===== config.mk =====
export PLATFORM = sky130hd
export DESIGN_NAME = fetch_controller
export DESIGN_NICKNAME = d
export VERILOG_FILES = /design/src/rtl/fetch_controller.sv
export SDC_FILE = /design/constraint.sdc
export NUM_CORES = 1
export LEC_CHECK = 0
export BUFFER_PORTS_ARGS = -buffer_cell sky130_fd_sc_hd__buf_2
export CORE_ASPECT_RATIO = 2
export CORE_UTILIZATION = 52
export DETAILED_ROUTE_END_ITERATION = 8
export PLACE_DENSITY = 0.77
export SYNTH_ARGS = -nofsm -noshare
export SYNTH_HDL_FRONTEND = slang
export SYNTH_SLANG_ARGS = --single-unit

===== constraint.sdc =====
create_clock -name clk -period 7.7 [get_ports clk]
set_input_delay 0 -clock clk [delete_from_list [all_inputs] [get_ports clk]]
set_output_delay 0 -clock clk [all_outputs]
set_load 0.005 [all_outputs]

===== src/rtl/fetch_controller.sv =====
// Fetch sequencer: owns the fetch PC, reads the zero-latency instruction memory and
// queues {instruction, pc} pairs in a small prefetch FIFO for the decode stage.
module fetch_controller #(
  parameter logic [31:0] RESET_PC  = 32'd0,
  parameter int          DEPTH     = 2,
  parameter logic [31:0] HALT_WORD = 32'hFFFF_FFFF
) (
  input  logic        clk,
  input  logic        rst,
  input  logic        en,
  output logic [31:0] imem_addr,
  input  logic [31:0] imem_rdata,
  input  logic        redirect_valid,
  input  logic [31:0] redirect_pc,
  output logic        instr_valid,
  output logic [31:0] instr,
  output logic [31:0] instr_pc,
  input  logic        instr_ready,
  output logic        halted
);

  localparam int PW = (DEPTH > 1) ? $clog2(DEPTH) : 1;
  localparam logic [PW:0] FULL_COUNT = (PW + 1)'(DEPTH);

  typedef enum logic [1:0] {
    IDLE,
    RUN,
    HALTED
  } state_t;

  state_t        state;
  state_t        state_next;
  logic [31:0]   fetch_pc;
  logic [31:0]   word_mem [DEPTH];
  logic [31:0]   pc_mem   [DEPTH];
  logic [PW-1:0] rd_ptr;
  logic [PW-1:0] wr_ptr;
  logic [PW:0]   count;
  logic          push;
  logic          pop;

  assign imem_addr   = fetch_pc;
  assign instr_valid = (count != '0);
  assign instr       = word_mem[rd_ptr];
  assign instr_pc    = pc_mem[rd_ptr];
  assign halted      = (state == HALTED);

  // A redirect cycle neither consumes nor produces entries; the FIFO is simply flushed.
  assign pop  = instr_valid & instr_ready & ~redirect_valid;
  assign push = (state == RUN) & en & ~redirect_valid & ((count < FULL_COUNT) | pop);

  always_comb begin
    state_next = state;
    if (redirect_valid) begin
      state_next = en ? RUN : IDLE;
    end else begin
      case (state)
        IDLE:    if (en) state_next = RUN;
        RUN: begin
          if (!en)
            state_next = IDLE;
          else if (push && (imem_rdata == HALT_WORD))
            state_next = HALTED;
        end
        HALTED:  state_next = HALTED;
        default: state_next = IDLE;
      endcase
    end
  end

  // Storage is cleared on reset so the head reads as zero until the first push.
  always_ff @(posedge clk) begin
    if (rst) begin
      state    <= IDLE;
      fetch_pc <= RESET_PC;
      rd_ptr   <= '0;
      wr_ptr   <= '0;
      count    <= '0;
      for (int i = 0; i < DEPTH; i++) begin
        word_mem[i] <= '0;
        pc_mem[i]   <= '0;
      end
    end else begin
      state <= state_next;
      if (redirect_valid) begin
        rd_ptr   <= '0;
        wr_ptr   <= '0;
        count    <= '0;
        fetch_pc <= redirect_pc;
      end else begin
        if (push) begin
          word_mem[wr_ptr] <= imem_rdata;
          pc_mem[wr_ptr]   <= fetch_pc;
          wr_ptr           <= wr_ptr + 1'b1;
          fetch_pc         <= fetch_pc + 32'd1;
        end
        if (pop)
          rd_ptr <= rd_ptr + 1'b1;
        if (push && !pop)
          count <= count + 1'b1;
        else if (pop && !push)
          count <= count - 1'b1;
      end
    end
  end

endmodule


### Word level (Yosys, flattened, before mapping)

Memory sizes are Yosys's and may differ from the RTL's. A register that Yosys moved wholly into a read port is not among the register bits.
Cells that the tools add are included.

| storage, ports and cells | value |
|---|---|
| bits in registers | 38 |
| bits in writable memories | 128 |
| input bits | 69 |
| output and inout bits | 98 |
| logic and storage cells | 64 |
| memories | 2 |

Memory list:

| name | depth | bits a word | read ports | clocked after Yosys merged registers in | write ports | RTL line | source |
|---|---|---|---|---|---|---|---|
| pc_mem | 2 | 32 | 1 | 1 | 2 | 35 | `logic [31:0] pc_mem [DEPTH];` |
| word_mem | 2 | 32 | 1 | 1 | 2 | 34 | `logic [31:0] word_mem [DEPTH];` |

| cells by class | value |
|---|---|
| add/subtract/negate cells | 5 |
| magnitude comparators | 1 |
| equal/unequal tests | 5 |
| multiplexer cells | 26 |
| bitwise operators | 7 |
| reductions and logical operators | 13 |

Operator list:

| operator | number |
|---|---|
| 32-bit 2-to-1 mux | 4 |
| 32-bit OR reduction | 2 |
| 32-bit by 1-bit adder with 32-bit output, second input constant | 1 |
| 32-bit equality test, second input constant | 1 |
| 1-bit 2-to-1 mux | 15 |
| 2-bit 2-to-1 mux | 6 |
| 2-bit case mux with 3 select lines | 1 |
| 2-bit nonzero test | 3 |
| 1-bit AND | 5 |
| 4-bit by 3-bit inequality test with 1-bit output, second input constant | 1 |
| 1-bit logical AND | 3 |
| 3-bit inequality test, second input constant | 1 |
| 1-bit adder, second input constant | 2 |
| 2-bit by 1-bit adder with 2-bit output, second input constant | 1 |
| 2-bit by 1-bit equality test with 1-bit output, second input constant | 1 |
| 2-bit equality test, second input constant | 1 |
| 1-bit zero test | 2 |
| 2-bit zero test | 1 |
| 2-bit < comparator, second input constant | 1 |
| 2-bit AND reduction | 1 |
| 2-bit OR reduction | 1 |
| 2-bit by 1-bit subtractor with 2-bit output, second input constant | 1 |
| 1-bit NOT | 1 |
| 1-bit bitwise OR | 1 |

### Depth between registers and ports, before layout

Gate-level depths: netlist of the first run.

| logic depth | value |
|---|---|
| depth after elaboration | 11 |
| gate-level depth with buffers | 8 |
| gate-level depth less buffers | 7 |

### Least setup slack after synthesis of the first run

OpenSTA, ideal clock, no wires.

| path | value |
|---|---|
| kind | register -> register |
| start | register state[1] |
| end | memory pc_mem[0][0] (enable) |
| setup time | 0.581 ns |
| data arrival time | 5.594 ns |
| data required time | 7.119 ns |
| slack | 1.524 ns |
| cell stages (with the launch flop) | 5 |
| buffers on the path | 1 |
| period minus slack after synthesis | 6.176 ns |
| cell sequence | dfxtp_1 -> nor2b_1 -> nand3_1 -> clkbuf_1 -> o31ai_1 |

RTL lines:

| what | RTL line | source |
|---|---|---|
| start, declared | 31 | `state_t state;` |
| start signal, assigned | 84 | `state <= state_next;` |
| end, declared | 35 |  |

==> run summary, run 1 <==
In this run the biggest area consumer among cell types represents 49.9% of the synthesized area. Measured against its own limit, the worst slew margin works out to 25.5%. The detailed-route wire length is 19300 um. The commonest cells after synthesis are 128 x sky130_fd_sc_hd__edfxtp_1, 126 x sky130_fd_sc_hd__and2_1, 64 x sky130_fd_sc_hd__mux2_2. The count of nets left with antenna violations after detail routing came out at 0. The floorplan core area came out at 14400 um2. In this run, synthesis produced a sequential element count of 167. The register area came out at 4630 um2.

The number of global-route vias before repair is 6025. For this block, the via count after detailed routing is 5792. Dividing the detail-routed via count by the number of cells gives 5.52. The post-synthesis instance total is 624. Fill cells in the final layout number 1058.

The first-pass detailed-route iteration total is 5. sky130_fd_sc_hd__edfxtp_1 takes more of the synthesized area than any other cell. The layout cell share with drive strength beyond 1 came out at 32.9%. The buffer count from post-CTS setup fixing came out at 0. The number of max-cap violations is 0. The placer congestion estimate came out at 0.916. The worst path in the final design needs a cycle of 2.84 ns, including I/O delays and setup. The peak ir drop on the vdd network came out at 0.161 mV.

The total power divided by cell area is 208 nW/um2. The data required time at the worst endpoint is 7.98 ns. Counting flops with a built-in enable in the synthesized netlist gives 128. The worst setup path is launched from a register. The initial core utilization is 53.4%. The number of warnings issued by yosys is 0. The biggest fanout along the worst timing path came out at 61. In this run the static leakage power is 3.98 nW. The most common cell in the netlist is sky130_fd_sc_hd__edfxtp_1. The critical path is of the register to register type. The distinct cell type count of the synthesized netlist came out at 43.

The share of total power consumed by net switching came out at 22.6%. The flow ran to the end, and the final reports show no timing, DRC or antenna violations. Summing the sequential cell areas from Yosys gives 60.0% of the chip area. The net switching power came out at 0.000470 W. The clock arrives with 0.0139 ns of skew. The setup total negative slack came out at 0 ns.

The worst-margin pin slew is 1.11 ns. The peak clock frequency supported by timing came out at 352 MHz. The register share of total power is 50.0%. The number of hold buffers added after CTS was 67. The mean post-synth cell area came out at 12.3 um2. The overall fraction of global-route tracks in use is 25.9%. Of all flip-flops after synthesis, the portion carrying an async set or reset was 0%.

The number of I/O pins is 167. The number of resized instances in the post-cts repair step came out at 0. In this run the most used layer during global routing was met2. The number of instances on the worst hold path came out at 3. After synthesis the cells add up to 7710 um2. The pin count of the biggest net entering global routing is 65. The global-route wire length before repair is 29400 um. The die height came out at 174 um. The global-route track usage on met1 is 26.4%. The first routing iteration left 263 violations. The final HPWL from detailed placement is 12800 um. Row generation in the floorplan step produced 62 rows.

After detailed routing, the average wire length per cell comes to 18.4 um. The path depth of the worst reg2reg path is 5. Among all flip-flop cells after synthesis, the most frequent one is sky130_fd_sc_hd__edfxtp_1. The hold violation total from the final report came out at 0.

The met2 demand-to-capacity share in global routing came out at 47.3%. Per report_power, the combinational group accounts for 7.9% of the total. The antenna cell count came out at 0. In this run, the clock network consumes 42.1% of the power. The insertion delay of the later-clocked pin in the worst-skew pair is 0.42 ns.

The area added between synthesis and finish is 29.5%. The clock-pin slew reported for the worst setup and hold paths after clock tree synthesis came out at 0.07 ns. The initial antenna violation count was 0. The final period utilization is 36.9%. The data arrival at the endpoint of the critical path is 3.12 ns. The number of clock buffers added by TritonCTS is 17. The post-synthesis net count came out at 695. The die width is 88.1 um.

The residual overflow from global routing came out at 0. The net count of the finished layout is 917. The max-slew violation count is 0. The H-tree generated during clock tree synthesis spans 4 levels. Sorting the synthesized cells by area gives the leading types as sky130_fd_sc_hd__edfxtp_1 50%, sky130_fd_sc_hd__and2_1 10%, sky130_fd_sc_hd__dfxtp_1 10%. Global routing consumed, on the met3 layer, 4.37% of the routing resources. The area of combinational cells with multiple inputs is 2960 um2. The tightest min-delay check is of the input port to register type. The floorplan die area is 15300 um2.

STA classifies the critical path endpoint as a register. For this design, the sink count on the clock tree is 167. TritonCTS built the clock tree. Setup violations remaining at the end of the flow were counted as 0. Setup repair after global routing left no endpoint under its margin. The clock passes through at most 2 buffers. The number of port buffers came out at 166. The tree is rooted in a sky130_fd_sc_hd__clkbuf_16.

Measured on the finished design, the core utilization comes to 69.2%. After detailed routing, the number of remaining DRC violations is 0. The cell-internal power came out at 0.00161 W.
worst paths after layout:
kind / slack (ns) / endpoint / startpoint
worst max-delay path: 4.86 / pc_mem[0][15] / state[1]
worst min-delay path: 0.07 / imem_addr[29] / redirect_valid
worst max register to register: 4.86 / pc_mem[0][15] / state[1]
worst min register to register: 0.51 / count[1] / count[1]
layer usage:
metal  wire [um]  vias to the layer above
li1            -                     2705
met1        6830                     2785
met2       10500                      234
met3         864                       68
met4        1100                        0
met5           0                        -
cell usage in the layout (no fill, tap or decap), types with 2 or more instances in the layout:
cell type and instances:
sky130_fd_sc_hd__ha_1 2, sky130_fd_sc_hd__o21ai_0 10, sky130_fd_sc_hd__or3_1 4, sky130_fd_sc_hd__nand4_1 25
sky130_fd_sc_hd__dfxtp_1 38, sky130_fd_sc_hd__and3_1 7, sky130_fd_sc_hd__and2_2 3, sky130_fd_sc_hd__nand3_1 10
sky130_fd_sc_hd__edfxtp_1 128, sky130_fd_sc_hd__nor3_1 13, sky130_fd_sc_hd__o22ai_1 2, sky130_fd_sc_hd__nor2_1 33
sky130_fd_sc_hd__nand2_1 26, sky130_fd_sc_hd__bufinv_16 3, sky130_fd_sc_hd__and4_1 2, sky130_fd_sc_hd__clkbuf_16 17
sky130_fd_sc_hd__inv_6 5, sky130_fd_sc_hd__dlygate4sd3_1 67, sky130_fd_sc_hd__xor2_1 15, sky130_fd_sc_hd__nor2b_1 3
sky130_fd_sc_hd__clkinvlp_4 3, sky130_fd_sc_hd__a21oi_1 7, sky130_fd_sc_hd__a311oi_1 4, sky130_fd_sc_hd__xnor2_1 16
sky130_fd_sc_hd__mux2_2 64, sky130_fd_sc_hd__nor2_4 2, sky130_fd_sc_hd__inv_1 5, sky130_fd_sc_hd__buf_4 3
sky130_fd_sc_hd__buf_2 166, sky130_fd_sc_hd__and2_1 126, sky130_fd_sc_hd__a211oi_1 18, sky130_fd_sc_hd__inv_8 2
sky130_fd_sc_hd__nor4_1 9
critical path: stages (launching register included):
cell and delay (ns):
sky130_fd_sc_hd__dfxtp_1 0.34, sky130_fd_sc_hd__nor2b_1 0.24, sky130_fd_sc_hd__and3_1 0.60, sky130_fd_sc_hd__nand2_1 0.32
sky130_fd_sc_hd__nor2_4 0.91, sky130_fd_sc_hd__and2_2 0.28
through the flow:
| stage | power, W | hold WS, ns | cells | area, um2 | worst slack, ns |
|---|---|---|---|---|---|
| floorplan | 0.00112 | 0.109 | 624 | 7710 | 1.52 |
| global placement | 0.00119 | 0.209 | 952 | 8700 | 5.07 |
| detailed placement | 0.00119 | 0.222 | 952 | 8700 | 4.87 |
| CTS | 0.00209 | 0.0359 | 1050 | 9980 | 4.86 |
| global route | 0.00214 | 0.0679 | 1050 | 9980 | 4.55 |
| finish | 0.00208 | 0.0708 | 1050 | 9980 | 4.86 |
power groups by stage:
stage	registers (W)	logic, W	clock network, W
global placement	0.00106	0.000133	0
finish	0.00104	0.000164	0.000875
global route	0.00104	0.000178	0.000914
floorplan	0.00105	0.0000671	0
CTS	0.00104	0.000163	0.000884
detailed placement	0.00106	0.000136	0
flip-flops by register name, indices dropped and copies added, names as in the netlist, named ones only:
name and cells:
rd_ptr 1, pc_mem 64, wr_ptr 1, count 2
word_mem 64, state 2, imem_addr 32
kinds of logic (layout without fill, tap and decap cells):
kind of cell / after synthesis / after routing / share of synthesized area (%)
AOI/OAI and AO/OA: 46 / 46 / 4.06
xor gates and xnor gates: 31 / 31 / 3.52
adders and majority gates: 2 / 2 / 0.325
buffers and inverters: 39 / 273 / 1.93
DFF: 167 / 167 / 60.0
muxes: 64 / 64 / 9.35
and+or+nand+nor: 275 / 275 / 20.8
area by class of cell:
type | instances | share of cell area (%)
Sequential cell | 167 | 46.4
Multi-Input combinational cell | 418 | 29.6
Tap cell | 192 | 2.41
Clock buffer | 17 | 4.26
Inverter | 6 | 0.226
Clock inverter | 14 | 1.84
Timing Repair Buffer | 236 | 15.3
Power figures use the tool's default switching activity.
==> inputs of run 2 (changes only) <==
Settings changed: ABC_AREA set to 1, PLACE_DENSITY 0.77 to 0.76.
Clock period 7.7 ns to 2.74 ns, I/O delays scaled along.
==> run summary, run 2 <==
The number of resized instances in the post-cts repair step came out at 0. The internal portion of the total power is 0.00470 W. The data required time at the worst endpoint came out at 2.88 ns. The share of synthesized area occupied by flip-flops and latches is 57.0%.

The distinct cell type count of the synthesized netlist is 34. The floorplan die area is 16100 um2. The worst register-to-register path ends at pc_mem[0][27]. The number of warnings issued by yosys came out at 0. The most used flip-flop cell after synthesis is sky130_fd_sc_hd__edfxtp_1. The insertion delay of the later-clocked pin in the worst-skew pair is 0.43 ns. The post-synthesis net count is 922. The tightest slew margin relative to the limit is 47.7%. STA classifies the critical path startpoint as a register. The critical path contains buffers and inverters numbering 4 combined.

Setup repair after global routing left no endpoint under its margin. In this run the horizontal extent of the chip is 90.3 um. Among cell families on the critical path, the largest total delay comes from buffers and inverters.

The most common cell in the netlist is sky130_fd_sc_hd__nor2_1. The antenna cell count came out at 0. The hold violation total from the final report is 0. The clock net in this run drives a total of 167 sinks. The worst register-to-register path begins at count[1].

The clock tree buffer depth is 2. In the routed layout, each cell is associated on average with a via count of 5.16. The number of max-cap violations came out at 0. Clock-pin slew was measured on the worst setup and hold paths at 0.07 ns. In this run, the combinational gates consume 8.9% of the power. Tracing the worst setup path back leads to its startpoint at count[1].

The fraction of registers with async set/reset came out at 0%. The quantity of hold-fixing buffers added after cts came out at 67. The clock skew is 0.00790 ns. The number of CTS-inserted buffers came out at 17.

The total number of vias came out at 6670. Global routing used 26.2% of the available tracks across all layers. The area added between synthesis and finish came out at 28.4%. Entering global routing, the biggest net connects 65 pins. The reported leakage power came out at 4.41 nW. The routed length on met3 is 936 um.

Ranked by total cell area, the synthesized netlist is headed by sky130_fd_sc_hd__edfxtp_1 47%, sky130_fd_sc_hd__dfxtp_1 9.6%, sky130_fd_sc_hd__mux2_2 8.9%. The layout cell share with drive strength beyond 1 is 27.5%. The critical-path cell with the highest stage delay is sky130_fd_sc_hd__buf_4. The max-slew violation count is 0. The highest metal layer carrying signal wires in the routed design is met4.

The worst min-delay path category is input port to register. The register share of total power came out at 47.7%. The die height came out at 179 um. The count of nets left with antenna violations after detail routing is 0. The synthesized design contains 167 register bits. The starting DRC count in detailed routing is 435. The relative contribution of the clock network to total power came out at 43.4%.

The synthesized design spends more area on one cell type than any other, namely sky130_fd_sc_hd__edfxtp_1. The biggest cell delay along the critical path is 0.64 ns. The average detailed-routed wire length per instance came out at 16.1 um. The number of flops mapped to enable cells by yosys is 128. In this run the power spent charging and discharging nets is 0.00135 W.

The clock period minus final worst setup slack is 2.14 ns. The number of global-route vias before repair is 6640. After global routing the overflow that remains totals 0. The worst-margin pin slew came out at 0.784 ns. The path depth of the worst reg2reg path came out at 8.

The library cell used most frequently in the layout, excluding fill and tap cells, is sky130_fd_sc_hd__nor2_1. Setup violations remaining at the end of the flow were counted as 0. Once detailed placement completed, the half-perimeter wirelength came to 13800 um.

The data arrival at the endpoint of the critical path is 2.27 ns. The total routed wire length on the met1 layer is 7190 um. The initial antenna violation count is 0. The global-route wire length before repair is 31600 um. With fillers left out, the area of the finished cells amounts to 10400 um2. The final layout contains 1152 nets. Walking the worst path, the cells encountered are inv_1, nor2_1, inv_1, nand2_4, clkinv_2, nand3_2, buf_4, nor2_1. A synthesized cell averages 9.53 um2. The area share of the largest cell type after synthesis came out at 47.4%. During placement, the flow inserted port buffers numbering 166. In the synthesized netlist, the number of instances is 851. Leaving out fill and tap cells, the most frequent cells in the layout are 172 x sky130_fd_sc_hd__nor2_1, 166 x sky130_fd_sc_hd__buf_2, 148 x sky130_fd_sc_hd__nand2_1, 128 x sky130_fd_sc_hd__edfxtp_1, 105 x sky130_fd_sc_hd__inv_1. The final period utilization is 78.0%. The kind of critical path is register to register. The number of I/O pins came out at 167.

The worst setup path endpoint is pc_mem[0][27]. The total met2 wirelength after detailed routing came out at 11500 um. The placer congestion estimate came out at 0.916. The initialized floorplan defines 64 standard-cell rows. The total power divided by cell area is 581 nW/um2. Counting buffers and inverters, the worst setup path is 8 cells deep.

The biggest fanout along the worst timing path came out at 64. The buffer count from post-CTS setup fixing came out at 0. The detailed-route wire length is 20800 um. The number of H-tree branching levels came out at 4. The setup total negative slack came out at 0 ns. The first detailed-routing pass took 5 iterations.

CTS placed an instance of sky130_fd_sc_hd__clkbuf_16 at the clock tree root. The flow ran to the end, and the final reports show no timing, DRC or antenna violations. For this configuration, the core starts out at a cell density of 53.0%. The floorplan core area is 15300 um2. The TritonCTS clock tree is built. STA classifies the critical path endpoint as a register. Net switching is 22.4% of the power. IR analysis of the VDD net gives a maximum drop of 0.428 mV.

Timing would allow up to 468 MHz. The placed instances occupy a cell area of 9090 um2. The commonest cells after synthesis are 172 x sky130_fd_sc_hd__nor2_1, 150 x sky130_fd_sc_hd__nand2_1, 128 x sky130_fd_sc_hd__edfxtp_1. The number of design rule violations left after detail routing came out at 0. The post-synthesis instance area is 8110 um2. The setup slack on the worst flop-to-flop path is 0.60 ns.
-- run 2: kinds of logic after synthesis --
kind of cell    count (synthesis)  share of synthesized area [%]
simple gates                  393                           20.2
flops                         167                           57.0
buf+inv                       141                           8.02
compound gates                 80                           5.12
mux                            64                           8.89
xor+xnor                        4                          0.432
fa+ha+maj                       2                          0.308
-- run 2: area by class of cell --
| class | count | area [um2] |
|---|---|---|
| clock buffer | 17 | 425 |
| multi-input combinational | 543 | 2840 |
| fill | 1222 | 4880 |
| timing repair buffer | 244 | 1630 |
| tap | 198 | 248 |
| sequential | 167 | 4630 |
| clock inverter | 15 | 228 |
| inverter | 108 | 412 |
-- run 2: metrics by stage --
step | utilization [%] | hold slack (ns) | power, W | std cells | setup WS [ns]
floorplan | - | 0.149 | 0.00317 | 851 | 0.467
global placement | 59.4 | 0.261 | 0.00339 | 1193 | 0.696
detailed placement | 59.4 | 0.258 | 0.00340 | 1193 | 0.660
CTS | 68.1 | 0.0148 | 0.00608 | 1292 | 0.598
global route | 68.1 | 0.0607 | 0.00623 | 1292 | 0.428
finish | 68.1 | 0.0296 | 0.00605 | 1292 | 0.602
-- run 2: worst min-delay path by stage --
stage,from,to,slack (ns),depth (start not counted)
2_1_floorplan,redirect_pc[17],imem_addr[17],0.15,2
3_3_place_gp,redirect_pc[17],imem_addr[17],0.26,3
3_5_place_dp,redirect_pc[17],imem_addr[17],0.26,3
4_1_cts,redirect_valid,imem_addr[17],0.01,6
5_1_grt,redirect_valid,imem_addr[17],0.06,6
6_report,redirect_valid,imem_addr[17],0.03,6
-- run 2: routing by layer --
layer  vias to the layer above  track usage (%)
met3                        72             4.82
met2                       252             49.0
met5                         -                0
li1                       3242                -
met1                      3104             25.9
met4                         0             17.8
-- run 2: worst register-to-register path: cells and delay by family (launching register included) --
family | cells | cell delay [ns]
buffers and inverters | 4 | 0.99
DFF | 1 | 0.31
and+or+nand+nor | 4 | 0.56
-- run 2: power by group through the flow --
stage | Clock, W | Sequential, W | Combinational (W)
after floorplan | 0 | 0.00292 | 0.000247
after global placement | 0 | 0.00293 | 0.000453
after detailed placement | 0 | 0.00294 | 0.000459
after CTS | 0.00266 | 0.00289 | 0.000537
after global routing | 0.00274 | 0.00290 | 0.000592
final | 0.00262 | 0.00289 | 0.000539
==> inputs of run 3 (changes only) <==
Settings changed: ABC_AREA 1 to 0, PLACE_DENSITY 0.76 to 0.77.
Clock period 2.74 ns to 2 ns, I/O delays scaled along.
==> run summary, run 3 (synthesized netlist as in run 1, its figures left out) <==
The run finished with clean final reports. The tightest slew margin relative to the limit is 65.0%. The layout cell share with drive strength beyond 1 is 36.5%. TritonCTS built the clock tree. The leading cell type in the layout, fill and taps excluded is sky130_fd_sc_hd__buf_2. The worst-margin pin slew is 0.523 ns.

The routed design could run at a clock period as short as 1.90 ns. Dividing the detail-routed via count by the number of cells gives 5.39. Before antenna repair, the detailed router went through 4 iterations. The peak ir drop on the vdd network came out at 0.688 mV.

The source of the worst register-to-register timing path is imem_addr[0]. From bottom edge to top edge, the die measures 174 um. The cell-internal power is 0.00622 W. Counting cells, the worst reg-to-reg path comes to 6. The total number of nets in the final design came out at 952. The initial antenna violation count is 0. The detailed router placed 5853 vias in this run. The worst setup path is captured at a register. The floorplan core area is 14400 um2.

The number of global-route vias before repair is 6040. The number of design rule violations left after detail routing is 0. The total placed cells including tap cells came out at 985.

The tool flagged a number of max-cap violations equal to 0. The net switching power came out at 0.00180 W. The post-route core utilization came out at 71.8%. The filler-free cell count of the finished design is 1085.

The residual overflow from global routing is 0. STA classifies the critical path startpoint as a register. On the final layout, the worst clock skew is 0.00871 ns. The repair_antennas step left the layout with diodes totalling 0. The clock-pin slew reported for the worst setup and hold paths after clock tree synthesis came out at 0.07 ns. The number of CTS-inserted buffers came out at 17. The insertion delay of the later-clocked pin in the worst-skew pair came out at 0.43 ns.

The terminus of the critical flop-to-flop path is imem_addr[18]. After floorplanning, the core was divided into 62 placement rows. The relative contribution of the clock network to total power is 41.5%. Setup slack on the worst reg-to-reg path comes out at 0.1 ns.

The detailed-route wire length is 19800 um. The area added between synthesis and finish came out at 34.5%. The tightest min-delay check is of the input port to register type. The setup path with the least slack is of type register to register. The global-route wire length before repair came out at 30400 um.

The starting DRC count in detailed routing came out at 287. Entering global routing, the biggest net connects 65 pins. The hold violation total from the final report came out at 0.

The final HPWL from detailed placement came out at 13200 um. Setup repair after global routing could not meet its margin everywhere. The top cell types in the final layout, fill and taps aside, are 166 x sky130_fd_sc_hd__buf_2, 128 x sky130_fd_sc_hd__edfxtp_1, 126 x sky130_fd_sc_hd__and2_1, 69 x sky130_fd_sc_hd__dlygate4sd3_1, 64 x sky130_fd_sc_hd__mux2_2. The final setup violation count came out at 0. The count of buffers added on input and output ports is 166. The max-slew violation count is 0. The count of nets left with antenna violations after detail routing came out at 0. The number of H-tree branching levels is 4. Based on the critical path, the design can be clocked at up to 525 MHz. The total power divided by cell area came out at 773 nW/um2. Dividing the detail-routed wire length by the instance count gives 18.3 um. The reported leakage power is 4.18 nW. The die width is 88.1 um.

The overall fraction of global-route tracks in use is 26.8%. The clock passes through at most 2 buffers. The tree is rooted in a sky130_fd_sc_hd__clkbuf_16. The share of power burned in combinational logic came out at 8.9%. The number of sinks on the clock net is 167.

Per report_power, the sequential group accounts for 49.6% of the total. The floorplan die area came out at 15300 um2. The final period utilization is 95.2%. The placer congestion estimate came out at 1.03. The biggest fanout along the worst timing path came out at 5. The number of I/O pins came out at 167. The data arrival at the endpoint of the critical path is 2.25 ns. The initial utilization of the core area, before any placement, comes to 53.4%. The share of total power consumed by net switching is 22.4%. STA puts the critical path data required time at 2.35 ns.

The critical path ends at imem_addr[18]. The critical path starts at imem_addr[0].
## run 3: changes by cell type in the layout (fill, tap and decap cells not counted), moves of 23 or more
cell / before / now
sky130_fd_sc_hd__a21oi_1: 35 / 7
sky130_fd_sc_hd__and2_1: 0 / 126
sky130_fd_sc_hd__buf_4: 7 / 30
sky130_fd_sc_hd__inv_1: 105 / 5
sky130_fd_sc_hd__nand2_1: 148 / 26
sky130_fd_sc_hd__nand3_1: 41 / 9
sky130_fd_sc_hd__nor2_1: 172 / 33
sky130_fd_sc_hd__o21ai_0: 37 / 10
## run 3: worst max-delay path, cell delays in order (launching register included)
cell and delay [ns]:
sky130_fd_sc_hd__dfxtp_1 0.39, sky130_fd_sc_hd__ha_1 0.19, sky130_fd_sc_hd__and4_1 0.26, sky130_fd_sc_hd__nand2_1 0.09, sky130_fd_sc_hd__or4_1 0.52, sky130_fd_sc_hd__xor2_1 0.16
sky130_fd_sc_hd__a211oi_2 0.20
## run 3: power groups by stage
stage               Combinational, W  Clock, W  Sequential (W)
floorplan                   0.000266         0         0.00404
global placement            0.000591         0         0.00404
detailed placement          0.000601         0         0.00405
CTS                         0.000710   0.00337         0.00398
global route                0.000771   0.00351         0.00399
finish                      0.000712   0.00332         0.00398
## run 3: cell type report
type | instances | area, um2
inverter | 6 | 22.5
sequential | 167 | 4630
multi-input combinational | 418 | 3000
tap | 192 | 240
clock buffer | 17 | 425
timing repair buffer | 271 | 1870
fill | 1063 | 4070
clock inverter | 14 | 174
## run 3: repair_timing
item / in CTS / in global routing
endpoints found under the setup margin: 0 / 4
hold endpoints to repair: 99 / 0
hold buffers: 69 / 0
gates resized for setup: 0 / 7
setup buffers: 0 / 0
## run 3: per-layer routing
metal / vias up / track usage, % / routed length [um]
met5: - / 0 / 0
met4: 0 / 14.8 / 937
met3: 59 / 4.75 / 815
met2: 206 / 49.7 / 11000
met1: 2808 / 27.0 / 7030
li1: 2780 / - / -
## run 3: how the worst min path moves through the flow
stage	cells after the start	slack, ns	start	end
final	3	0.09	redirect_valid	imem_addr[29]
after global routing	3	0.08	redirect_valid	imem_addr[30]
after CTS	3	0.07	redirect_valid	imem_addr[30]
after detailed placement	3	0.21	redirect_pc[27]	imem_addr[27]
after global placement	3	0.21	redirect_pc[27]	imem_addr[27]
after floorplan	2	0.11	redirect_pc[13]	imem_addr[13]
## run 3: metrics by stage
stage	worst slack, ns	total power (W)	hold slack (ns)	instance area (um2)	TNS [ns]
6_report	0.0970	0.00801	0.0853	10400	0
5_1_grt	0.00327	0.00827	0.0771	10400	0
4_1_cts	0.0190	0.00805	0.0674	10300	0
3_5_place_dp	0.0412	0.00465	0.213	9050	0
3_3_place_gp	0.108	0.00463	0.207	9050	0
2_1_floorplan	-0.815	0.00430	0.109	7760	-52.17
